$ cat src/rtl/cpu_ctrl_pkg.sv
// -----------------------------------------------------------------------------
// cpu_ctrl_pkg
// Shared constants for the 8-bit CPU control path: opcode values, ALU select
// codes and the sequencer state encoding.
// No ports (package).
// -----------------------------------------------------------------------------
package cpu_ctrl_pkg;

    localparam int OPW   = 8;
    localparam int CNT_W = 16;

    localparam int OP_LOADI = 0;
    localparam int OP_MOV   = 1;
    localparam int OP_ADD   = 2;
    localparam int OP_SUB   = 3;
    localparam int OP_AND   = 4;
    localparam int OP_OR    = 5;
    localparam int OP_J     = 6;
    localparam int OP_BEQ   = 7;
    localparam int OP_LWD   = 8;
    localparam int OP_LWI   = 9;
    localparam int OP_SWD   = 10;
    localparam int OP_SWI   = 11;

    localparam logic [2:0] ALU_FWD = 3'b000;
    localparam logic [2:0] ALU_ADD = 3'b001;
    localparam logic [2:0] ALU_AND = 3'b010;
    localparam logic [2:0] ALU_OR  = 3'b011;

    typedef enum logic [2:0] {
        ST_FETCH  = 3'd0,
        ST_DECODE = 3'd1,
        ST_EXEC   = 3'd2,
        ST_MEM    = 3'd3,
        ST_WB     = 3'd4,
        ST_HALT   = 3'd5
    } state_t;

endpackage

$ cat src/rtl/opcode_decoder.sv
// -----------------------------------------------------------------------------
// opcode_decoder
// Purely combinational opcode classification used by the sequencer.
// Ports:
//   opcode_i     in  OPW  latched opcode
//   alu_sel_o    out 3    ALU function for EXEC
//   neg_o        out 1    two's-complement second operand (sub, beq)
//   imm_o        out 1    immediate second operand
//   is_mem_o     out 1    instruction needs the MEM state
//   is_load_o    out 1    memory read (else write) when is_mem_o
//   reg_wr_o     out 1    writes the register file in WB
//   is_branch_o  out 1    conditional branch (beq)
//   is_jump_o    out 1    unconditional jump
//   illegal_o    out 1    opcode outside the defined set
// -----------------------------------------------------------------------------
module opcode_decoder
    import cpu_ctrl_pkg::*;
#(
    parameter int OPW = cpu_ctrl_pkg::OPW
) (
    input  logic [OPW-1:0] opcode_i,
    output logic [2:0]     alu_sel_o,
    output logic           neg_o,
    output logic           imm_o,
    output logic           is_mem_o,
    output logic           is_load_o,
    output logic           reg_wr_o,
    output logic           is_branch_o,
    output logic           is_jump_o,
    output logic           illegal_o
);

    always_comb begin
        alu_sel_o   = ALU_FWD;
        neg_o       = 1'b0;
        imm_o       = 1'b0;
        is_mem_o    = 1'b0;
        is_load_o   = 1'b0;
        reg_wr_o    = 1'b0;
        is_branch_o = 1'b0;
        is_jump_o   = 1'b0;
        illegal_o   = 1'b0;
        case (opcode_i)
            OPW'(OP_LOADI): begin
                imm_o    = 1'b1;
                reg_wr_o = 1'b1;
            end
            OPW'(OP_MOV): begin
                reg_wr_o = 1'b1;
            end
            OPW'(OP_ADD): begin
                alu_sel_o = ALU_ADD;
                reg_wr_o  = 1'b1;
            end
            OPW'(OP_SUB): begin
                alu_sel_o = ALU_ADD;
                neg_o     = 1'b1;
                reg_wr_o  = 1'b1;
            end
            OPW'(OP_AND): begin
                alu_sel_o = ALU_AND;
                reg_wr_o  = 1'b1;
            end
            OPW'(OP_OR): begin
                alu_sel_o = ALU_OR;
                reg_wr_o  = 1'b1;
            end
            OPW'(OP_J): begin
                is_jump_o = 1'b1;
            end
            // beq compares by subtracting; the ALU zero flag decides the branch
            OPW'(OP_BEQ): begin
                alu_sel_o   = ALU_ADD;
                neg_o       = 1'b1;
                is_branch_o = 1'b1;
            end
            OPW'(OP_LWD): begin
                is_mem_o  = 1'b1;
                is_load_o = 1'b1;
                reg_wr_o  = 1'b1;
            end
            OPW'(OP_LWI): begin
                imm_o     = 1'b1;
                is_mem_o  = 1'b1;
                is_load_o = 1'b1;
                reg_wr_o  = 1'b1;
            end
            OPW'(OP_SWD): begin
                is_mem_o = 1'b1;
            end
            OPW'(OP_SWI): begin
                imm_o    = 1'b1;
                is_mem_o = 1'b1;
            end
            default: begin
                illegal_o = 1'b1;
            end
        endcase
    end

endmodule

$ cat src/rtl/control_sequencer.sv
// -----------------------------------------------------------------------------
// control_sequencer
// Multi-cycle FETCH/DECODE/EXEC/MEM/WB sequencer for the 8-bit CPU datapath.
// Drives every datapath strobe, stalls on memory busywait, traps illegal
// opcodes and counts retired instructions.
//
//   state  | meaning
//   FETCH  | request instruction; load IR when memory is ready
//   DECODE | classify opcode; illegal opcodes trap to HALT
//   EXEC   | drive ALU controls, capture ALU zero flag
//   MEM    | data memory read/write until busywait clears
//   WB     | register write-back, PC update, retire
//   HALT   | trapped; only RESET leaves
//
// Ports:
//   CLK, RESET (sync, active-high)
//   INSTRUCTION[31:0], IMEM_BUSYWAIT, DMEM_BUSYWAIT, ZERO   inputs
//   IMEM_READ, IR_LOAD, ALU_SEL[2:0], IS_NEGATIVE, IS_IMMEDIATE,
//   MEM_READ, MEM_WRITE, WB_SEL, REG_WRITE, PC_WRITE, PC_SEL,
//   HALTED, INSTR_COUNT[CNT_W-1:0]                          outputs
// -----------------------------------------------------------------------------
module control_sequencer
    import cpu_ctrl_pkg::*;
#(
    parameter int OPW   = cpu_ctrl_pkg::OPW,
    parameter int CNT_W = cpu_ctrl_pkg::CNT_W
) (
    input  logic             CLK,
    input  logic             RESET,
    input  logic [31:0]      INSTRUCTION,
    input  logic             IMEM_BUSYWAIT,
    input  logic             DMEM_BUSYWAIT,
    input  logic             ZERO,
    output logic             IMEM_READ,
    output logic             IR_LOAD,
    output logic [2:0]       ALU_SEL,
    output logic             IS_NEGATIVE,
    output logic             IS_IMMEDIATE,
    output logic             MEM_READ,
    output logic             MEM_WRITE,
    output logic             WB_SEL,
    output logic             REG_WRITE,
    output logic             PC_WRITE,
    output logic             PC_SEL,
    output logic             HALTED,
    output logic [CNT_W-1:0] INSTR_COUNT
);

    state_t           state_q, state_d;
    logic [OPW-1:0]   opcode_q, opcode_d;
    logic             zero_q, zero_d;
    logic [CNT_W-1:0] count_q, count_d;

    logic [2:0] dec_alu_sel;
    logic       dec_neg;
    logic       dec_imm;
    logic       dec_is_mem;
    logic       dec_is_load;
    logic       dec_reg_wr;
    logic       dec_is_branch;
    logic       dec_is_jump;
    logic       dec_illegal;

    // Operand/address fields of the instruction belong to the datapath.
    logic unused_instr_bits;
    assign unused_instr_bits = ^INSTRUCTION[31-OPW:0];

    opcode_decoder #(
        .OPW (OPW)
    ) u_decoder (
        .opcode_i    (opcode_q),
        .alu_sel_o   (dec_alu_sel),
        .neg_o       (dec_neg),
        .imm_o       (dec_imm),
        .is_mem_o    (dec_is_mem),
        .is_load_o   (dec_is_load),
        .reg_wr_o    (dec_reg_wr),
        .is_branch_o (dec_is_branch),
        .is_jump_o   (dec_is_jump),
        .illegal_o   (dec_illegal)
    );

    always_comb begin
        state_d  = state_q;
        opcode_d = opcode_q;
        zero_d   = zero_q;
        count_d  = count_q;
        case (state_q)
            ST_FETCH: begin
                if (!IMEM_BUSYWAIT) begin
                    opcode_d = INSTRUCTION[31 -: OPW];
                    state_d  = ST_DECODE;
                end
            end
            ST_DECODE: begin
                state_d = dec_illegal ? ST_HALT : ST_EXEC;
            end
            ST_EXEC: begin
                zero_d  = ZERO;
                state_d = dec_is_mem ? ST_MEM : ST_WB;
            end
            ST_MEM: begin
                if (!DMEM_BUSYWAIT) begin
                    state_d = ST_WB;
                end
            end
            ST_WB: begin
                count_d = count_q + CNT_W'(1);
                state_d = ST_FETCH;
            end
            ST_HALT: begin
                state_d = ST_HALT;
            end
            default: begin
                state_d = ST_FETCH;
            end
        endcase
    end

    always_ff @(posedge CLK) begin
        if (RESET) begin
            state_q  <= ST_FETCH;
            opcode_q <= '0;
            zero_q   <= 1'b0;
            count_q  <= '0;
        end else begin
            state_q  <= state_d;
            opcode_q <= opcode_d;
            zero_q   <= zero_d;
            count_q  <= count_d;
        end
    end

    // Strobes are decoded from the registered state and forced low by RESET
    // so that memory requests drop in the very cycle reset is raised.
    always_comb begin
        IMEM_READ    = 1'b0;
        IR_LOAD      = 1'b0;
        ALU_SEL      = ALU_FWD;
        IS_NEGATIVE  = 1'b0;
        IS_IMMEDIATE = 1'b0;
        MEM_READ     = 1'b0;
        MEM_WRITE    = 1'b0;
        WB_SEL       = 1'b0;
        REG_WRITE    = 1'b0;
        PC_WRITE     = 1'b0;
        PC_SEL       = 1'b0;
        HALTED       = 1'b0;
        if (!RESET) begin
            case (state_q)
                ST_FETCH: begin
                    IMEM_READ = 1'b1;
                    IR_LOAD   = ~IMEM_BUSYWAIT;
                end
                ST_EXEC: begin
                    ALU_SEL      = dec_alu_sel;
                    IS_NEGATIVE  = dec_neg;
                    IS_IMMEDIATE = dec_imm;
                end
                ST_MEM: begin
                    MEM_READ  = dec_is_load;
                    MEM_WRITE = ~dec_is_load;
                end
                ST_WB: begin
                    PC_WRITE  = 1'b1;
                    REG_WRITE = dec_reg_wr;
                    WB_SEL    = dec_is_load;
                    PC_SEL    = dec_is_jump | (dec_is_branch & zero_q);
                end
                ST_HALT: begin
                    HALTED = 1'b1;
                end
                default: begin
                end
            endcase
        end
    end

    assign INSTR_COUNT = RESET ? '0 : count_q;

endmodule

$ cat config.mk
export PLATFORM = sky130hd
export DESIGN_NAME = control_sequencer
export DESIGN_NICKNAME = d
export VERILOG_FILES = /design/src/rtl/cpu_ctrl_pkg.sv /design/src/rtl/opcode_decoder.sv /design/src/rtl/control_sequencer.sv
export SDC_FILE = /design/constraint.sdc
export NUM_CORES = 1
export LEC_CHECK = 0
export BUFFER_PORTS_ARGS = -buffer_cell sky130_fd_sc_hd__buf_2
export CAP_MARGIN = 20
export CORE_MARGIN = 4
export CORE_UTILIZATION = 47
export CTS_CLUSTER_SIZE = 28
export DETAILED_ROUTE_END_ITERATION = 7
export PLACE_DENSITY = 0.76
export SYNTH_ARGS = -nofsm -noshare
export SYNTH_HDL_FRONTEND = slang
export SYNTH_SLANG_ARGS = --single-unit
export TNS_END_PERCENT = 20
$ cat constraint.sdc
create_clock -name CLK -period 1.75 [get_ports CLK]
set_input_delay 0.2625 -clock CLK [delete_from_list [all_inputs] [get_ports CLK]]
set_output_delay 0.2625 -clock CLK [all_outputs]
set_load 0.01 [all_outputs]
# Yosys cells after proc, flatten, opt, wreduce, memory -nomap -nowiden
# Cells that the tools add are included.
dict set report totals {
  ff_bits 28
  output_inout_bits 30
  wordCells 76
}
dict set report op_classes {
  add_sub_neg 1
  n_eq_ne 18
  muxes 38
  bitwise_logic 4
  n_reduce_logical 11
}
# op n
set ops {}
lappend ops {{8-bit by 3-bit equality test with 1-bit output, second input constant} 4}
lappend ops {{8-bit by 4-bit equality test with 1-bit output, second input constant} 4}
lappend ops {{1-bit two-way mux} 29}
lappend ops {{3-bit two-way mux} 6}
lappend ops {{16-bit by 1-bit adder with 16-bit output, second input constant} 1}
lappend ops {{8-bit by 2-bit equality test with 1-bit output, second input constant} 2}
lappend ops {{16-bit two-way mux} 1}
lappend ops {{3-bit one-hot mux with 5 select lines} 1}
lappend ops {{12-bit OR reduction} 1}
lappend ops {{8-bit by 1-bit equality test with 1-bit output, second input constant} 1}
lappend ops {{8-bit zero test} 1}
lappend ops {{8-bit OR reduction} 1}
lappend ops {{3-bit by 2-bit equality test with 1-bit output, second input constant} 2}
lappend ops {{3-bit equality test, second input constant} 2}
lappend ops {{2-bit one-hot mux with 3 select lines} 1}
lappend ops {{3-bit OR reduction} 2}
lappend ops {{2-bit inequality test, second input constant} 2}
lappend ops {{2-bit AND reduction} 2}
lappend ops {{2-bit OR reduction} 2}
lappend ops {{4-bit OR reduction} 1}
lappend ops {{3-bit by 1-bit equality test with 1-bit output, second input constant} 1}
lappend ops {{3-bit zero test} 1}
lappend ops {{1-bit inverter} 2}
lappend ops {{1-bit AND} 1}
lappend ops {{1-bit bitwise OR} 1}

# Longest topological paths before layout
# Gate-level depths: netlist of run 1.
dict set report depth {
  word_depth 6
  depth_mapped 5
  ltp_nobuf 5
}

# Modules after synthesis
# A second synthesis of run 1 with hierarchy kept.
dict set report hier_totals {
  hier_cells 197
  hier_area_um2 1660.3
}
# mod n_inst cells_per_inst area_each_um2 seq_area_each_um2
set modules_own_cells {}
lappend modules_own_cells {control_sequencer 1 173 1451.4 560.5}
lappend modules_own_cells {opcode_decoder 1 24 209.0 0.0}

# Worst setup path after synthesis of run 1
# OpenSTA, ideal clock, no wires.
dict set report synth_timing {
  path_type {reg2out}
  from {register state_q[1]}
  to {output ALU_SEL[1]}
  arrival_time_ns 1.431
  setup_slack_ns 0.056
  stages_incl_launch_ff 6
  path_cell_list {dfxtp_1 buf_6 clkbuf_1 nand4b_1 or2_1 nor3b_1}
}
dict set report synth_via {
  elab_chain_cells 3
}
# element line_no
set synth_lines {}
lappend synth_lines {{start, declared} control_sequencer.sv:49} ;# state_t state_q, state_d;
lappend synth_lines {{start signal, assigned} control_sequencer.sv:127} ;# state_q <= state_d;
lappend synth_lines {{3-bit by 2-bit equality test with 1-bit output} control_sequencer.sv:150} ;# case (state_q)
lappend synth_lines {{3-bit two-way mux} control_sequencer.sv:150}
lappend synth_lines {{3-bit two-way mux} control_sequencer.sv:149} ;# if (!RESET) begin
lappend synth_lines {{end, declared} control_sequencer.sv:36} ;# output logic [2:0] ALU_SEL,
# No other way between the ends.

# Worst setup path after layout of run 1
dict set report layout_timing {
  from {register opcode_q[4]}
  to {output WB_SEL}
}
dict set report layout_via {
  elab_chain_cells 5
}
# element line_no
set layout_lines {}
lappend layout_lines {{start, declared} control_sequencer.sv:50} ;# logic [OPW-1:0] opcode_q, opcode_d;
lappend layout_lines {{start signal, assigned} control_sequencer.sv:128} ;# opcode_q <= opcode_d;
lappend layout_lines {{8-bit by 4-bit equality test with 1-bit output} opcode_decoder.sv:43} ;# case (opcode_i)
lappend layout_lines {{2-bit OR reduction (no line) (*)} -}
lappend layout_lines {{1-bit two-way mux (*)} opcode_decoder.sv:43}
lappend layout_lines {{1-bit two-way mux (*)} control_sequencer.sv:150}
lappend layout_lines {{1-bit two-way mux (*)} control_sequencer.sv:149}
lappend layout_lines {{end, declared} control_sequencer.sv:41} ;# output logic WB_SEL,
# Every way passes the cells marked *; elsewhere a longest branch is shown, timed or not.

==> results of run 1 <==
==> cell usage in the layout, fill, tap and decap left out, types with 2 or more instances in the layout <==
cell	count
a211oi_1	2
a21oi_1	9
and2_1	2
and3_1	3
buf_2	41
buf_4	14
buf_6	2
clkbuf_4	3
dfxtp_1	23
dfxtp_2	2
dfxtp_4	3
inv_1	3
mux2i_1	10
nand2_1	12
nand3_1	6
nand3_2	2
nand3b_1	2
nand4_1	4
nor2_1	28
nor2b_1	17
nor3_1	7
nor4_4	3
o21ai_1	6
or3_1	3
or4_1	2
xnor2_1	2
xor2_1	7
==> final cells by class <==
class | instances | area, µm² | share of cell area (%)
clock inverter | 1 | 30.0 | 1.51
tap | 44 | 55.1 | 2.76
sequential | 28 | 574 | 28.8
multi-input combinational | 145 | 968 | 48.6
inverter | 3 | 11.3 | 0.565
clock buffer | 3 | 22.5 | 1.13
timing repair buffer | 57 | 333 | 16.7
==> worst max-delay path by stage <==
stage | endpoint
after floorplan | ALU_SEL[1]
after global placement | ALU_SEL[1]
after detailed placement | ALU_SEL[1]
after CTS | ALU_SEL[1]
after global routing | WB_SEL
final | WB_SEL
==> per-layer routing <==
layer / up-vias / track usage, %
li1: 754 / -
met4: 0 / 5.96
met2: 31 / 25.0
met3: 5 / 2.22
met5: - / 0
met1: 663 / 24.0
==> critical path, stage by stage, from the launching register on <==
cell	delay, ns
dfxtp_2	0.36
nor4_4	0.32
buf_4	0.18
nand3b_1	0.15
nor2_1	0.18
and2_1	0.14
buf_2	0.12
==> cell families (layout without fill, tap and decap cells) <==
logic type	count (synthesis)	after routing	share of synthesized area, %
AOI/OAI and AO/OA	20	20	7.36
adders and majority gates	2	2	1.44
xor gates and xnor gates	9	9	5.04
DFF	28	28	35.8
and+or+nand+nor	102	102	38.2
buffers and inverters	16	64	4.80
muxes	11	11	7.12
other	1	1	0.240
==> state kept, by name, summed over array words and instances, names as in the netlist <==
| signal | cells |
|---|---|
| zero_q | 1 |
| count_q | 16 |
| state_q | 3 |
| opcode_q | 8 |
==> stage by stage <==
stage	hold WS, ns	power (mW)	worst slack (ns)	instances
final	0.156	1.64	-0.296	281
after global routing	0.149	1.73	-0.372	281
after CTS	0.151	1.64	-0.310	281
after detailed placement	0.455	1.17	0.0409	275
after global placement	0.448	1.16	0.101	275
after floorplan	0.410	1.03	0.0562	189
==> timing repair <==
action | 4_1_cts | 5_1_grt
resized for setup | 14 | 3
setup buffers | 2 | 0
pin swaps | 11 | 6
gates cloned | 0 | 0
setup endpoints to repair | 12 | 10
==> power by group through the flow <==
stage                     Sequential (mW)  Clock (mW)  Combinational (mW)
after detailed placement            0.767           0               0.401
after global placement              0.765           0               0.393
after global routing                0.783       0.464               0.486
final                               0.770       0.427               0.442
after CTS                           0.767       0.437               0.438
after floorplan                     0.728           0               0.301
==> results.py, run 1 <==
metrics = {
    "setup_path": {
        "rr_startpoint": "count_q[0]",
        "criticalPathCategory": "reg2out",
        "crit_path_start": "opcode_q[4]",
        "start_kind": "register",
        "cp.arrival_ns": 1.78,
        "rr_endpoint": "count_q[12]",
        "required_ns": 1.49,
        "rrSetupSlack_ns": 0.13,
        "cp_max_fo": 3,
        "endpoint_kind": "output pin",
        "reg2reg_depth": 5,
    },
    "drt": {
        "met3_length_um": 138,
        "wl_met1_um": 1640,
        "routed_via_density": 5.17,
        "wl_met2_um": 1600,
        "firstDrtPassIters": 4,
        "first_iter_violations": 87,
        "routed_wl_um": 3440,
        "drcViolationCount": 0,
        "wl_per_cell_um": 12.2,
        "vias": 1453,
        "maxUsedRoutingLayer": "met4",
        "ant_nets": 0,
    },
    "sta": {
        "drv_slew": 0,
        "setup_ws_ns": -0.296,
        "setup_viol": 9,
        "skew_ns": 0.00198,
        "period_minus_slack_ns": 2.05,
        "rsz0062_at_grt": "yes",
        "hold_viol": 0,
        "timing.final.crit_share_pct": 117,
        "fmax_ghz": 0.489,
        "setup-tns-final_ns": -1.62,
    },
    "die": {
        "core-area_mm2": 0.00313,
        "die_x_um": 65.7,
        "die_h_um": 65.7,
        "start_util_pct": 50.0,
        "ios": 67,
        "rows": 20,
        "die_area_mm2": 0.00431,
    },
    "power": {
        "vdd_ir_drop_max_uv": 462,
        "comb_power_share_pct": 27.0,
        "p_leak_nw": 0.855,
        "sw_frac_of_total_pct": 29.5,
        "power_density_mw_per_mm2": 822,
        "internal_power_mw": 1.15,
        "clkPwrFrac_pct": 26.0,
        "power.switching_uw": 484,
        "pwr-share-seq_pct": 47.0,
    },
    "global_routing": {
        "globalRouteTotalUtil_pct": 16.6,
        "antenna_found_initial": 0,
        "first_global_vias": 1260,
        "grt_pass1_wl_um": 5750,
        "grt_overflow_total": 0,
        "grt_max_degree": 35,
    },
    "logic_synthesis": {
        "ys_warn_count": 0,
        "avgSynthCellArea_um2": 8.28,
        "synth_cells": 189,
        "ys_seq_elements": 28,
        "synth_cell_types": 42,
        "ys_async_sr_fraction_pct": 0,
        "syn-num-nets": 227,
        "yosys.area.top_type": "dfxtp_1",
        "synth_common_cells": "nor2_1, dfxtp_1, nor2b_1",
        "synth-seq-area-share_pct": 35.8,
        "ys.flop_type": "dfxtp_1",
        "yosysMostFrequentCell": "nor2_1",
        "syn_area_mm2": 0.00156,
        "synth_top_area_share_pct": 35.8,
        "synth_edf_count": 0,
        "synth_area_leaders": "dfxtp_1, nor2_1, nor2b_1, mux2i_1, xor2_1",
    },
    "flow_run": {
        "maxCapViolCount": 0,
    },
    "layout": {
        "antenna_cells": 0,
        "fin_area_mm2": 0.00199,
        "nets": 276,
        "layout-drive-gt1-share_pct": 32.9,
        "fillers": 278,
        "area_delta_synth_final_pct": 27.5,
        "final_core_util_pct": 63.8,
    },
    "worst_hold_path": {
        "whs_endpoint": "opcode_q[0]",
        "hp-start": "INSTRUCTION[24]",
        "hp-class": "in2reg",
        "whs_path_depth": 3,
    },
    "clocking": {
        "htreeDepth": 1,
        "cts_buffer_depth": 2,
        "clock_latency_ns": 0.33,
        "cts_hold_buffers": 0,
        "root_buffer": "clkbuf_4",
        "cts_buffers": 3,
        "cts_sinks": 28,
        "cts_tree": "done",
        "clkSlewWorstSetupHoldPaths_ns": 0.15,
    },
    "place": {
        "routabilityCongestion": 0.765,
        "dpl.hpwl_um": 2470,
        "place_area_mm2": 0.00187,
        "io_buffers": 41,
    },
    "status": {
        "status": "complete, but fails checks",
        "violations": "setup timing",
    },
}
No activity file was read; power rests on OpenSTA's default activity.
==> inputs of run 2 (changes only) <==
Settings changed: MAX_ROUTING_LAYER set to met4.
==> run 2 against run 1 <==
Effect of this change: the run still ends with setup timing left; clock skew barely moved; routed wire length barely moved; worst hold slack barely moved; fmax barely moved; total power barely moved; flip-flop and latch count did not move; critical path type unchanged; critical endpoint unchanged; largest cell class unchanged; highest routed layer unchanged.
==> results.py, run 2 (synthesized netlist as in run 1, its figures left out) <==
metrics = {
    "setup_path": {
        "cp_max_fo": 3,
        "cp.arrival_ns": 1.78,
        "criticalPathCategory": "reg2out",
        "required_ns": 1.49,
        "start_kind": "register",
        "endpoint_kind": "output pin",
    },
    "drt": {
        "wl_per_cell_um": 12.2,
        "first_iter_violations": 103,
        "routed_wl_um": 3430,
        "ant_nets": 0,
        "routed_via_density": 5.17,
        "vias": 1454,
        "drcViolationCount": 0,
        "firstDrtPassIters": 4,
    },
    "layout": {
        "nets": 276,
        "fin_cells": 281,
        "reg.largest.list": "count_q: 16 flops, opcode_q: 8 flops, state_q: 3 flops",
        "layout-drive-gt1-share_pct": 32.9,
        "regMostFlops": "count_q",
        "antenna_cells": 0,
        "final_common_cell": "buf_2",
        "final_core_util_pct": 63.8,
        "largest_register_ffs": 16,
        "mostFrequentLayoutCells": "buf_2, nor2_1, dfxtp_1, nor2b_1, buf_4",
        "fin_area_mm2": 0.00199,
        "fillers": 278,
        "area_delta_synth_final_pct": 27.5,
    },
    "place": {
        "placed_cells": 275,
        "pre_cts_ws_ns": 0.0409,
        "dpl.hpwl_um": 2470,
        "routabilityCongestion": 0.775,
        "place_area_mm2": 0.00187,
        "io_buffers": 41,
    },
    "sta": {
        "fmax_ghz": 0.489,
        "setup_viol": 9,
        "setup_ws_ns": -0.296,
        "timing.final.crit_share_pct": 117,
        "hold_viol": 0,
        "rsz0062_at_grt": "yes",
        "skew_ns": 0.00176,
        "period_minus_slack_ns": 2.05,
        "drv_slew": 0,
        "setup-tns-final_ns": -1.62,
    },
    "status": {
        "violations": "setup timing",
        "status": "complete, but fails checks",
    },
    "power": {
        "vdd_ir_drop_max_uv": 462,
        "internal_power_mw": 1.15,
        "pwr-share-seq_pct": 47.0,
        "p_leak_nw": 0.855,
        "clkPwrFrac_pct": 26.0,
        "power.switching_uw": 484,
        "power_density_mw_per_mm2": 822,
        "comb_power_share_pct": 27.0,
        "sw_frac_of_total_pct": 29.5,
    },
    "clocking": {
        "cts_buffers": 3,
        "clkSlewWorstSetupHoldPaths_ns": 0.15,
        "cts_tree": "done",
        "clock_latency_ns": 0.33,
        "cts_buffer_depth": 2,
        "htreeDepth": 1,
        "root_buffer": "clkbuf_4",
        "cts_sinks": 28,
    },
    "global_routing": {
        "grt_max_degree": 35,
        "antenna_found_initial": 0,
        "globalRouteTotalUtil_pct": 17.1,
        "grt_pass1_wl_um": 5750,
        "first_global_vias": 1261,
        "grt_overflow_total": 0,
    },
    "flow_run": {
        "maxCapViolCount": 0,
    },
    "die": {
        "die_x_um": 65.7,
        "start_util_pct": 50.0,
        "ios": 67,
        "die_area_mm2": 0.00431,
        "die_h_um": 65.7,
        "rows": 20,
        "core-area_mm2": 0.00313,
    },
    "worst_hold_path": {
        "hp-class": "in2reg",
    },
}
## run 2: cell counts in the layout (fill, tap and decap cells not counted)
No cell type changed its count.
## run 2: metrics by stage
step	power [mW]	hold slack, ns
floorplan	1.03	0.410
global placement	1.16	0.448
detailed placement	1.17	0.455
CTS	1.64	0.151
global route	1.73	0.149
finish	1.64	0.156
## run 2: cell type report
cell class | count | area (µm²) | share of cell area (%)
repair buffers | 57 | 333 | 16.7
inverters | 3 | 11.3 | 0.565
clock inverters | 1 | 30.0 | 1.51
flip-flops and latches | 28 | 574 | 28.8
clock buffers | 3 | 22.5 | 1.13
multi-input cells | 145 | 968 | 48.6
well taps | 44 | 55.1 | 2.76
## run 2: layer usage
metal  up-vias  global-route usage, %  routed length [µm]
li1        754                      -                   -
met1       664                   24.2                1650
met2        31                   25.0                1610
met3         5                   1.88                 123
met4         0                   5.96                  50
met5         -                      -                   0
## run 2: final timing paths
| path | start | endpoint | slack (ns) | depth (start not counted) |
|---|---|---|---|---|
| worst min-delay path | INSTRUCTION[24] | opcode_q[0] | 0.16 | 3 |
| worst min register to register | zero_q | zero_q | 0.47 | 2 |
| worst max-delay path | opcode_q[4] | WB_SEL | -0.30 | 6 |
| worst max register to register | count_q[0] | count_q[12] | 0.14 | 5 |
## run 2: power groups by stage
stage          sequential, mW  combinational (mW)  clock (mW)
2_1_floorplan           0.728               0.301           0
3_3_place_gp            0.765               0.393           0
3_5_place_dp            0.767               0.401           0
4_1_cts                 0.767               0.438       0.437
5_1_grt                 0.783               0.485       0.464
6_report                0.770               0.442       0.427
## run 2: worst max-delay path: stages (launching register included)
cell      delay, ns
dfxtp_2        0.36
nor4_4         0.32
buf_4          0.18
nand3b_1       0.15
nor2_1         0.18
and2_1         0.14
buf_2          0.12
## run 2: timing repair
action,4_1_cts,5_1_grt
pin swaps,11,6
setup endpoints to repair,12,10
cloned,0,0
hold buffers,0,0
resized for setup,14,3
buffers inserted,2,0
